==> src/rtl/binary_game_round_ctrl.sv <==
// Round sequencer for the binary-number game in Play mode.
// Latches a random target each round, runs a per-round countdown, judges
// player submissions and tracks score, lives and the session high score.
// All outputs are registers or direct decodes of the state register.
module binary_game_round_ctrl #(
    parameter int unsigned TICKS_PER_SEC = 100,
    parameter int unsigned ROUND_SECS    = 10,
    parameter int unsigned LIVES         = 3,
    parameter int unsigned SCORE_W       = 8
) (
    input  logic               Clk,
    input  logic               Reset,
    input  logic               Start,
    input  logic               Submit,
    input  logic               Quit,
    input  logic [7:0]         randNumber,
    input  logic [7:0]         userNumber,
    output logic [7:0]         targetNumber,
    output logic [3:0]         timeLeft,
    output logic [2:0]         lives,
    output logic [SCORE_W-1:0] score,
    output logic [SCORE_W-1:0] highScore,
    output logic               correct,
    output logic               wrong,
    output logic               gameOver,
    output logic [2:0]         stateOut
);

    localparam logic [2:0] S_IDLE  = 3'd0;
    localparam logic [2:0] S_LOAD  = 3'd1;
    localparam logic [2:0] S_PLAY  = 3'd2;
    localparam logic [2:0] S_JUDGE = 3'd3;
    localparam logic [2:0] S_HIT   = 3'd4;
    localparam logic [2:0] S_MISS  = 3'd5;
    localparam logic [2:0] S_OVER  = 3'd6;

    // A one-tick second still needs a 1-bit counter that is always at its last value.
    localparam int unsigned        TICK_W     = (TICKS_PER_SEC > 1) ? $clog2(TICKS_PER_SEC) : 1;
    localparam logic [TICK_W-1:0]  TICK_LAST  = TICK_W'(TICKS_PER_SEC - 1);
    localparam logic [3:0]         ROUND_INIT = 4'(ROUND_SECS);
    localparam logic [2:0]         LIVES_INIT = 3'(LIVES);
    localparam logic [SCORE_W-1:0] SCORE_MAX  = '1;

    logic [2:0]         r_state;
    logic [2:0]         w_state_nxt;
    logic [TICK_W-1:0]  r_tick;
    logic [7:0]         r_target;
    logic [7:0]         r_user;
    logic [3:0]         r_time;
    logic [2:0]         r_lives;
    logic [SCORE_W-1:0] r_score;
    logic [SCORE_W-1:0] r_high;
    logic               w_wrap;
    logic               w_timeout;
    logic               w_enter_over;

    assign w_wrap       = (r_tick == TICK_LAST);
    assign w_timeout    = w_wrap && (r_time == 4'd1);
    assign w_enter_over = (w_state_nxt == S_OVER) && (r_state != S_OVER);

    // Next-state selection; Quit beats Submit beats timeout in PLAY.
    always_comb begin
        w_state_nxt = r_state;
        case (r_state)
            S_IDLE:  if (Start) w_state_nxt = S_LOAD;
            S_LOAD:  w_state_nxt = S_PLAY;
            S_PLAY: begin
                if (Quit)           w_state_nxt = S_OVER;
                else if (Submit)    w_state_nxt = S_JUDGE;
                else if (w_timeout) w_state_nxt = S_MISS;
            end
            S_JUDGE: w_state_nxt = (r_user == r_target) ? S_HIT : S_MISS;
            S_HIT:   w_state_nxt = S_LOAD;
            S_MISS:  w_state_nxt = (r_lives == 3'd1) ? S_OVER : S_LOAD;
            S_OVER:  if (Start) w_state_nxt = S_LOAD;
            default: w_state_nxt = S_IDLE;
        endcase
    end

    // State register and round datapath, with synchronous reset.
    always_ff @(posedge Clk) begin
        if (Reset) begin
            r_state  <= S_IDLE;
            r_tick   <= '0;
            r_target <= 8'd0;
            r_user   <= 8'd0;
            r_time   <= 4'd0;
            r_lives  <= 3'd0;
            r_score  <= '0;
            r_high   <= '0;
        end else begin
            r_state <= w_state_nxt;
            case (r_state)
                S_IDLE, S_OVER: begin
                    if (Start) begin
                        r_score <= '0;
                        r_lives <= LIVES_INIT;
                    end
                end
                S_LOAD: begin
                    r_target <= randNumber;
                    r_time   <= ROUND_INIT;
                    r_tick   <= '0;
                end
                S_PLAY: begin
                    r_tick <= w_wrap ? '0 : r_tick + 1'b1;
                    if (w_wrap && (r_time != 4'd0)) begin
                        r_time <= r_time - 4'd1;
                    end
                    if (Submit && !Quit) begin
                        r_user <= userNumber;
                    end
                end
                S_HIT: begin
                    if (r_score != SCORE_MAX) begin
                        r_score <= r_score + 1'b1;
                    end
                end
                S_MISS: r_lives <= r_lives - 3'd1;
                default: ;
            endcase
            // Score never changes on an edge that enters OVER, so r_score is already final.
            if (w_enter_over && (r_score > r_high)) begin
                r_high <= r_score;
            end
        end
    end

    assign targetNumber = r_target;
    assign timeLeft     = r_time;
    assign lives        = r_lives;
    assign score        = r_score;
    assign highScore    = r_high;
    assign correct      = (r_state == S_HIT);
    assign wrong        = (r_state == S_MISS);
    assign gameOver     = (r_state == S_OVER);
    assign stateOut     = r_state;

endmodule

==> config.mk <==
export PLATFORM = sky130hd
export DESIGN_NAME = binary_game_round_ctrl
export DESIGN_NICKNAME = d
export VERILOG_FILES = /design/src/rtl/binary_game_round_ctrl.sv
export SDC_FILE = /design/constraint.sdc
export NUM_CORES = 1
export LEC_CHECK = 0
export CORE_UTILIZATION = 30
export CTS_CLUSTER_DIAMETER = 200
export DETAILED_ROUTE_END_ITERATION = 12
export PLACE_DENSITY = 0.64
export SETUP_SLACK_MARGIN = 0.05
export SLEW_MARGIN = 25
export SYNTH_ARGS = -nofsm -noshare
export SYNTH_HDL_FRONTEND = slang
export SYNTH_SLANG_ARGS = --single-unit
==> constraint.sdc <==
create_clock -name Clk -period 3.8 [get_ports Clk]
set_input_delay 0.76 -clock Clk [delete_from_list [all_inputs] [get_ports Clk]]
set_output_delay 0.76 -clock Clk [all_outputs]
set_load 0.02 [all_outputs]
==> summary by stage, run 1 <==
Run status
The run finished with clean final reports.

Die
Pin placement for this block handled 58 I/O pins. The floorplan step defined a core boundary enclosing 8382 µm². The number of standard-cell rows in the floorplan is 33. From bottom edge to top edge, the die measures 96.17 µm.

The overall die area is 9248 µm². The starting utilization of the core area is 0.3174. The die outline width is 96.17 µm.

Timing
Setup violations remaining at the end of the flow were counted as 0. The clock skew after layout is 0.01186 ns. Setup repair after global routing left no endpoint under its margin. Dividing the final minimum period by the clock period gives 0.7788. The maximum operating frequency is 337.9 MHz. For the pin with the worst max-slew slack, the measured transition is 0.7688 ns. Subtracting the final worst setup slack from the clock period gives 2.959 ns.

The headroom to the max-slew limit is 0.4836. The final worst slack is 0.8406 ns. After routing, the total negative slack on setup checks comes to 0 ns.

The max-slew violation total from the final report is 0. The number of hold violations in the final report is 0.

Route
The average wire length per cell after detail routing is 13.06 µm. The final layout contains routed wiring with a total length of 6047 µm. The routed layout has 2283 vias. In the routed layout, each cell is associated on average with a via count of 4.931. The number of DRC violations after detailed-routing iteration 0 is 95. In the routed design, unresolved DRC markers number 0. The first detailed-routing pass ran for 4 iterations.

The number of nets still failing antenna checks after routing is 0.

Yosys
The main flop type after synthesis is dfxtp_1. Counting distinct cell types in the post-synthesis netlist gives 46. Of the total synthesized cell area, the portion taken by AND, OR, NAND and NOR gates is 0.2502. Synthesis handed over a netlist of 304 instances. The fraction of synthesis flops using an asynchronous set or reset pin is 0.

The share of the synthesized area in the top cell type is 0.3688. The biggest area contributor in the post-synthesis netlist is dfxtp_1. In the post-synthesis netlist, the biggest area contributors are dfxtp_1, ha_1, mux2i_1.

The synthesis warning total is 0. The total of flip-flops plus latches after synthesis is 49. The fraction of the mapped netlist area in compound gates was 0.1468. The area share of fa/ha/maj cells after synthesis is 0.07056.

Counting instances in the post-synthesis netlist gives the leading cell types as dfxtp_1, nor2_1, nand2_1. The multiplexer area fraction after synthesis is 0.06021. The synthesized-area fraction occupied by xor and xnor cells is 0.06256.

The fraction of the yosys area taken by sequential cells is 0.3688. The number of nets handed over by synthesis was 340. The synthesized design contains 0 enable-type register cells.

The most common cell in the netlist is dfxtp_1. The average cell area after synthesis is 8.750 µm². The synthesized area is 2660 µm².

The combinational family with the most area after synthesis is simple AND/OR/NAND/NOR gates.

CTS
In this run, post-CTS repair resized a total of 0 instances. The clock input transition at the sequential cells of the worst setup and hold paths is 0.10 ns. The buffer type at the clock tree root is clkbuf_8.

The clock latency of the later-clocked register in the worst-skew pair is 0.30 ns. TritonCTS created 5 clock buffers. In this run, post-CTS hold repair placed 0 buffers. After clock tree synthesis, the setup repair step added 0 buffers. The H-tree was split into 2 levels.

TritonCTS built the clock tree. The clock sink total is 49. The clock passes through at most 2 buffers.

Finish
For this run, the number of standard cells in the final layout without fillers is 463. Compared with the post-synthesis result, the final layout area differs by 28.36%. The total inserted antenna cells is 0.

In the final design database the tool counted 393 nets. In the final layout, the share of cells above drive strength 1 is 0.05307.

Power and ir drop
Of the total power, the clock network draws 0.190. The switching share of power is 0.3952. Cell internal power was estimated by the tool at 1033 µW.

Of the total power, combinational logic draws 0.404. The worst-case IR drop observed on VDD is 0.3445 mV. The static leakage power is 0.001297 µW.

The power density relative to cell area is 500.1 nW/µm². Of the total power, registers draw 0.406. Summed over all nets, the switching power comes to 674.8 µW.

Worst setup path
The worst path required time is 3.04 ns. The highest net fanout along the worst path is 18. The worst setup path is of the flip-flop to primary output kind. The nature of the critical path endpoint is a primary output.

Setup slack on the worst reg-to-reg path comes out at 1.21 ns. Data on the critical path arrives at its endpoint at 2.20 ns. The category of the worst setup path launch point is a flip-flop.

Placed design
The placed cell count is 455. At the placement stage, the worst setup path has a slack of 0.9024 ns. The post-DP HPWL is 4466 µm. Buffers placed on the I/O ports in this run total 57. The final weighted congestion of routability-driven global placement is 0.8101.

Global route
After global routing the overflow that remains totals 0. The initial antenna violation count is 0. The number of global-route vias before repair came to 2110. The first global-routing pass estimated 9818 µm of wire. For this run, the total global-route usage over all layers was measured as 0.1378. The maximum number of pins on one net before global-route repair is 33.

Job
The count of max-cap constraint violations is 0.

Min path
The worst hold-check path type is flip-flop to flip-flop.
==> layout by cell type, fill, tap and decap left out, types with 3 or more instances in the layout <==
cell type and count:
nor3_1 5, nand2b_1 22, ha_1 15, xor2_1 11, nand4_1 4, clkbuf_8 5
and3_1 4, nand2_1 27, nor4_1 3, inv_1 14, mux2i_1 16, o21ai_0 5
nor2b_1 4, a211oi_1 5, a311oi_1 3, nor3b_1 4, dfxtp_1 49, nor2_1 34
nand3_1 4, clkdlybuf4s50_1 57, a21oi_1 22, xnor2_1 8
==> cells by family (layout without fill, tap and decap cells) <==
family | Yosys count | count (layout)
AND/OR/NAND/NOR | 123 | 123
AO/OA/AOI/OAI | 55 | 55
flip-flops | 49 | 49
buffers and inverters | 27 | 81
XOR/XNOR | 19 | 19
multiplexers | 16 | 16
adder cells (fa/ha/maj) | 15 | 15
==> per-layer routing <==
layer | vias to the layer above | global-route usage | share of wire
met5 | - | 0 | 0
met4 | 0 | 0.04602 | 0.0073
met3 | 2 | 0.03870 | 0.066
met2 | 57 | 0.2246 | 0.46
met1 | 1066 | 0.1737 | 0.46
li1 | 1158 | - | -
==> sequential cells by signal (all words and copies together) (netlist names) <==
name and flops:
stateOut 3, highScore 8, targetNumber 8, r_tick 7, timeLeft 4, score 8, r_user 8, lives 3
==> worst max-delay path: stages, from the launching register on <==
cell and delay (ns):
dfxtp_1 0.73, nand2_1 0.24, nor2_1 0.27, clkdlybuf4s50_1 0.66
==> cell type report <==
cell class,count,area (µm²)
multi-input cells,228,1570
clock inverters,3,25.02
clock buffers,5,68.82
repair buffers,59,585.6
well taps,105,131.4
inverters,14,52.55
fillers,870,4967
flip-flops and latches,49,980.9
==> power by group through the flow <==
stage                     logic, µW  clock network [µW]  registers (µW)
final                           690                 324             694
after CTS                       700                 336             694
after detailed placement        698                   0             705
after floorplan                 450                   0             726
after global routing            767                 354             712
after global placement          693                   0             703
==> path summary, 6_finish.rpt <==
check | start | cells past startpoint | end
worst max-delay path | stateOut[2] | 3 | wrong
worst min-delay path | highScore[3] | 2 | highScore[3]
worst max register to register | stateOut[1] | 5 | highScore[7]
worst min register to register | highScore[3] | 2 | highScore[3]
==> metrics by stage <==
step	cell area, µm²	utilization	total power (µW)	hold WS (ns)
3_3_place_gp	3321	0.3962	1396	0.4755
5_1_grt	3415	0.4074	1833	0.5182
6_report	3415	0.4074	1708	0.4911
4_1_cts	3415	0.4074	1730	0.4957
3_5_place_dp	3321	0.3962	1403	0.4827
2_1_floorplan	2660	-	1176	0.4647
No activity file was read; power rests on OpenSTA's default activity.
==> run 2: changes to the inputs <==
- PLACE_DENSITY: 0.64 -> 0.66
- clock period: 3.8 -> 2.7 ns (I/O delays scaled with it)
==> summary by stage, run 2 (same netlist as run 1, synthesis figures left out) <==
Finish
The top cell types in the final layout, fill and taps aside, are clkdlybuf4s50_1, dfxtp_1, nor2_1, nand2_1. The final instance count without filler cells came to 467 (+0.86%). The total inserted antenna cells is 0 (unchanged).

The core utilization of the finished layout is 0.4157 (+0.008360). The proportion of layout cells with a drive suffix above 1 is 0.06354 (+0.01046). The number of nets in the layout is 397 (+1.0%). The fill cell instance count of the final layout is 842 (-3.2%). The final standard cell area without fillers is 3485 µm² (+2.1%). The area growth from synthesis to final layout is 31.00%. Leaving out fill and tap cells, the most frequent cell in the layout is clkdlybuf4s50_1.

CTS
The clock input transition at the sequential cells of the worst setup and hold paths was 0.09 ns (about the same). The maximum clock insertion buffer count came to 2 (unchanged). The clock sink total is 49 (unchanged). The H-tree depth reported by CTS was 2 (unchanged). The buffer type at the clock tree root is clkbuf_8.

The CTS tree is done. The post-CTS repair timing setup buffer count is 0 (unchanged). The clock latency of the later-clocked register in the worst-skew pair is 0.30 ns (about the same). The post-CTS resize count is 0 (unchanged). The number of buffers inserted during clock tree synthesis is 5 (unchanged).

The quantity of hold-fixing buffers added after cts is 0 (unchanged).

Timing
The clock skew after layout is 0.008041 ns (-0.003819 ns). The period utilization is 0.9336. The summed negative setup slack over all endpoints is 0 ns (unchanged). The headroom to the max-slew limit is 0.5202 (+0.03655). Setup repair after global routing left no endpoint under its margin. The max-slew violation total from the final report is 0 (unchanged). The maximum operating frequency is 396.7 MHz.

The final setup violation count is 0 (unchanged). The number of hold violations in the final report was 0 (unchanged). The time the final worst path needs with I/O delays and setup is 2.521 ns. The slew at the pin closest to its max-slew limit is 0.7171 ns (-0.05170 ns).

Placed design
The placed cell count is 459 (+0.88%). The placed cell area is 3351 µm² (+0.90%). The number of buffers inserted by port buffering came to 57 (unchanged).

The post-DP HPWL is 4623 µm (+3.5%). The final weighted congestion of routability-driven global placement is 0.8143 (+0.52%).

Route
The number of nets still failing antenna checks after routing is 0 (unchanged). The per-cell via count in the routed design is 4.912 (-0.38%). The average wire length per cell after detail routing is 13.09 µm (+0.24%). The aggregate routed wire length is 6114 µm (+1.1%). The number of DRC violations after detailed-routing iteration 0 is 98 (+3.2%). The number of vias in the routed layout is 2294 (+0.48%). The DRC violation count after routing came to 0 (unchanged).

The first-pass detailed-route iteration total is 4 (unchanged).

Worst setup path
The arrival time of the worst setup path is 1.98 ns (-0.22 ns). The highest net fanout along the worst path is 17 (-1). The worst reg2reg path depth is 6 (+1). The critical path is of the flip-flop to primary output type. The category of the worst setup path launch point is a flip-flop.

The nature of the critical path endpoint is a primary output. The worst path required time is 2.16 ns (-0.88 ns).

Power and ir drop
The static leakage power came to 0.001341 µW (+3.4%). The power density relative to cell area was 745.3 nW/µm² (+49%). The cell-internal power is 1655 µW (+60%). The switching component of the power is 942.1 µW (+40%). The switching share of power is 0.3628 (-0.03239). The relative contribution of the clock network to total power was 0.235 (+0.045).

The worst ir drop on vdd is 0.4946 mV (+44%). The part of the power in registers was 0.369 (-0.037). The combinational cell fraction of total power is 0.396 (-0.008).

Global route
The global-route wire length before repair is 10370 µm (+5.6%). The initial antenna violation count was 0 (unchanged). The global router's overall resource usage came to 0.1440 (+0.006237). The maximum number of pins on one net before global-route repair is 21 (-36%). The number of global-route vias before repair came to 2220 (+5.2%). The total grt overflow came to 0 (unchanged).

Die
The overall die area came to 9248 µm² (unchanged). The die outline width came to 96.17 µm (unchanged). The chip height is 96.17 µm (unchanged).

The placeable core region is 8382 µm² (unchanged). The number of top-level pins is 58 (unchanged). The number of standard-cell rows in the floorplan was 33 (unchanged).

The starting utilization of the core area is 0.3174 (unchanged).

Min path
The min-delay analysis places its worst path in the category flip-flop to flip-flop. The worst hold path stage count came to 2 (unchanged).

Job
The count of max-cap constraint violations came to 0 (unchanged).

Run status
The flow ran to the end, and the final reports show no timing, DRC or antenna violations.
[run 2: cell count changes in the layout (fill, tap and decap cells not counted)]
cell	before	now
clkinv_2	0	1
buf_4	2	6
bufinv_16	0	2
clkinv_4	1	0
inv_6	1	0
clkinvlp_4	1	0
[run 2: worst max-delay path, cell delays in order (launching register included)]
cell and delay (ns):
dfxtp_1 0.63, nor2b_1 0.26, and2_1 0.18, clkdlybuf4s50_1 0.62
[run 2: worst paths after layout]
kind | start | endpoint | slack, ns
worst max-delay path | stateOut[1] | gameOver | 0.18
worst min-delay path | targetNumber[3] | targetNumber[3] | 0.49
worst max register to register | stateOut[1] | highScore[4] | 0.58
worst min register to register | targetNumber[3] | targetNumber[3] | 0.49
[run 2: power by group through the flow]
| stage | clock network (µW) | registers (µW) | logic (µW) |
|---|---|---|---|
| after detailed placement | 0 | 977 | 1040 |
| after floorplan | 0 | 1020 | 633 |
| final | 611 | 957 | 1030 |
| after global routing | 657 | 982 | 1150 |
| after global placement | 0 | 970 | 1020 |
| after CTS | 634 | 960 | 1040 |
[run 2: layer usage]
layer / wire length (µm) / up-vias / track usage / part of all wire
met2: 2896 / 50 / 0.2482 / 0.47
met5: 0 / - / 0 / 0
met4: 36 / 0 / 0.03731 / 0.0059
met3: 384 / 2 / 0.03870 / 0.063
li1: - / 1163 / - / -
met1: 2795 / 1079 / 0.1760 / 0.46
[run 2: stage by stage]
| step | setup WS (ns) | total power (µW) | hold WS [ns] |
|---|---|---|---|
| global route | 0.07092 | 2786 | 0.5093 |
| CTS | 0.1708 | 2635 | 0.4896 |
| detailed placement | 0.2871 | 2012 | 0.4772 |
| finish | 0.1793 | 2597 | 0.4868 |
| global placement | 0.3623 | 1988 | 0.4742 |
| floorplan | 0.2326 | 1655 | 0.4647 |
[run 2: layout make-up]
cell class                      count  area (µm²)  share of cell area
Clock buffer                        5       68.82             0.01975
Inverter                           14       52.55             0.01508
Timing Repair Buffer               63       615.6              0.1767
Clock inverter                      3       65.06             0.01867
Multi-Input combinational cell    228        1570              0.4506
Tap cell                          105       131.4             0.03770
Sequential cell                    49       980.9              0.2815
==> run 3: changes to the inputs <==
- HOLD_SLACK_MARGIN: unset -> 0.08
==> results of run 3 <==
No change in the layout: final DEF, timing and power equal those of run 2.
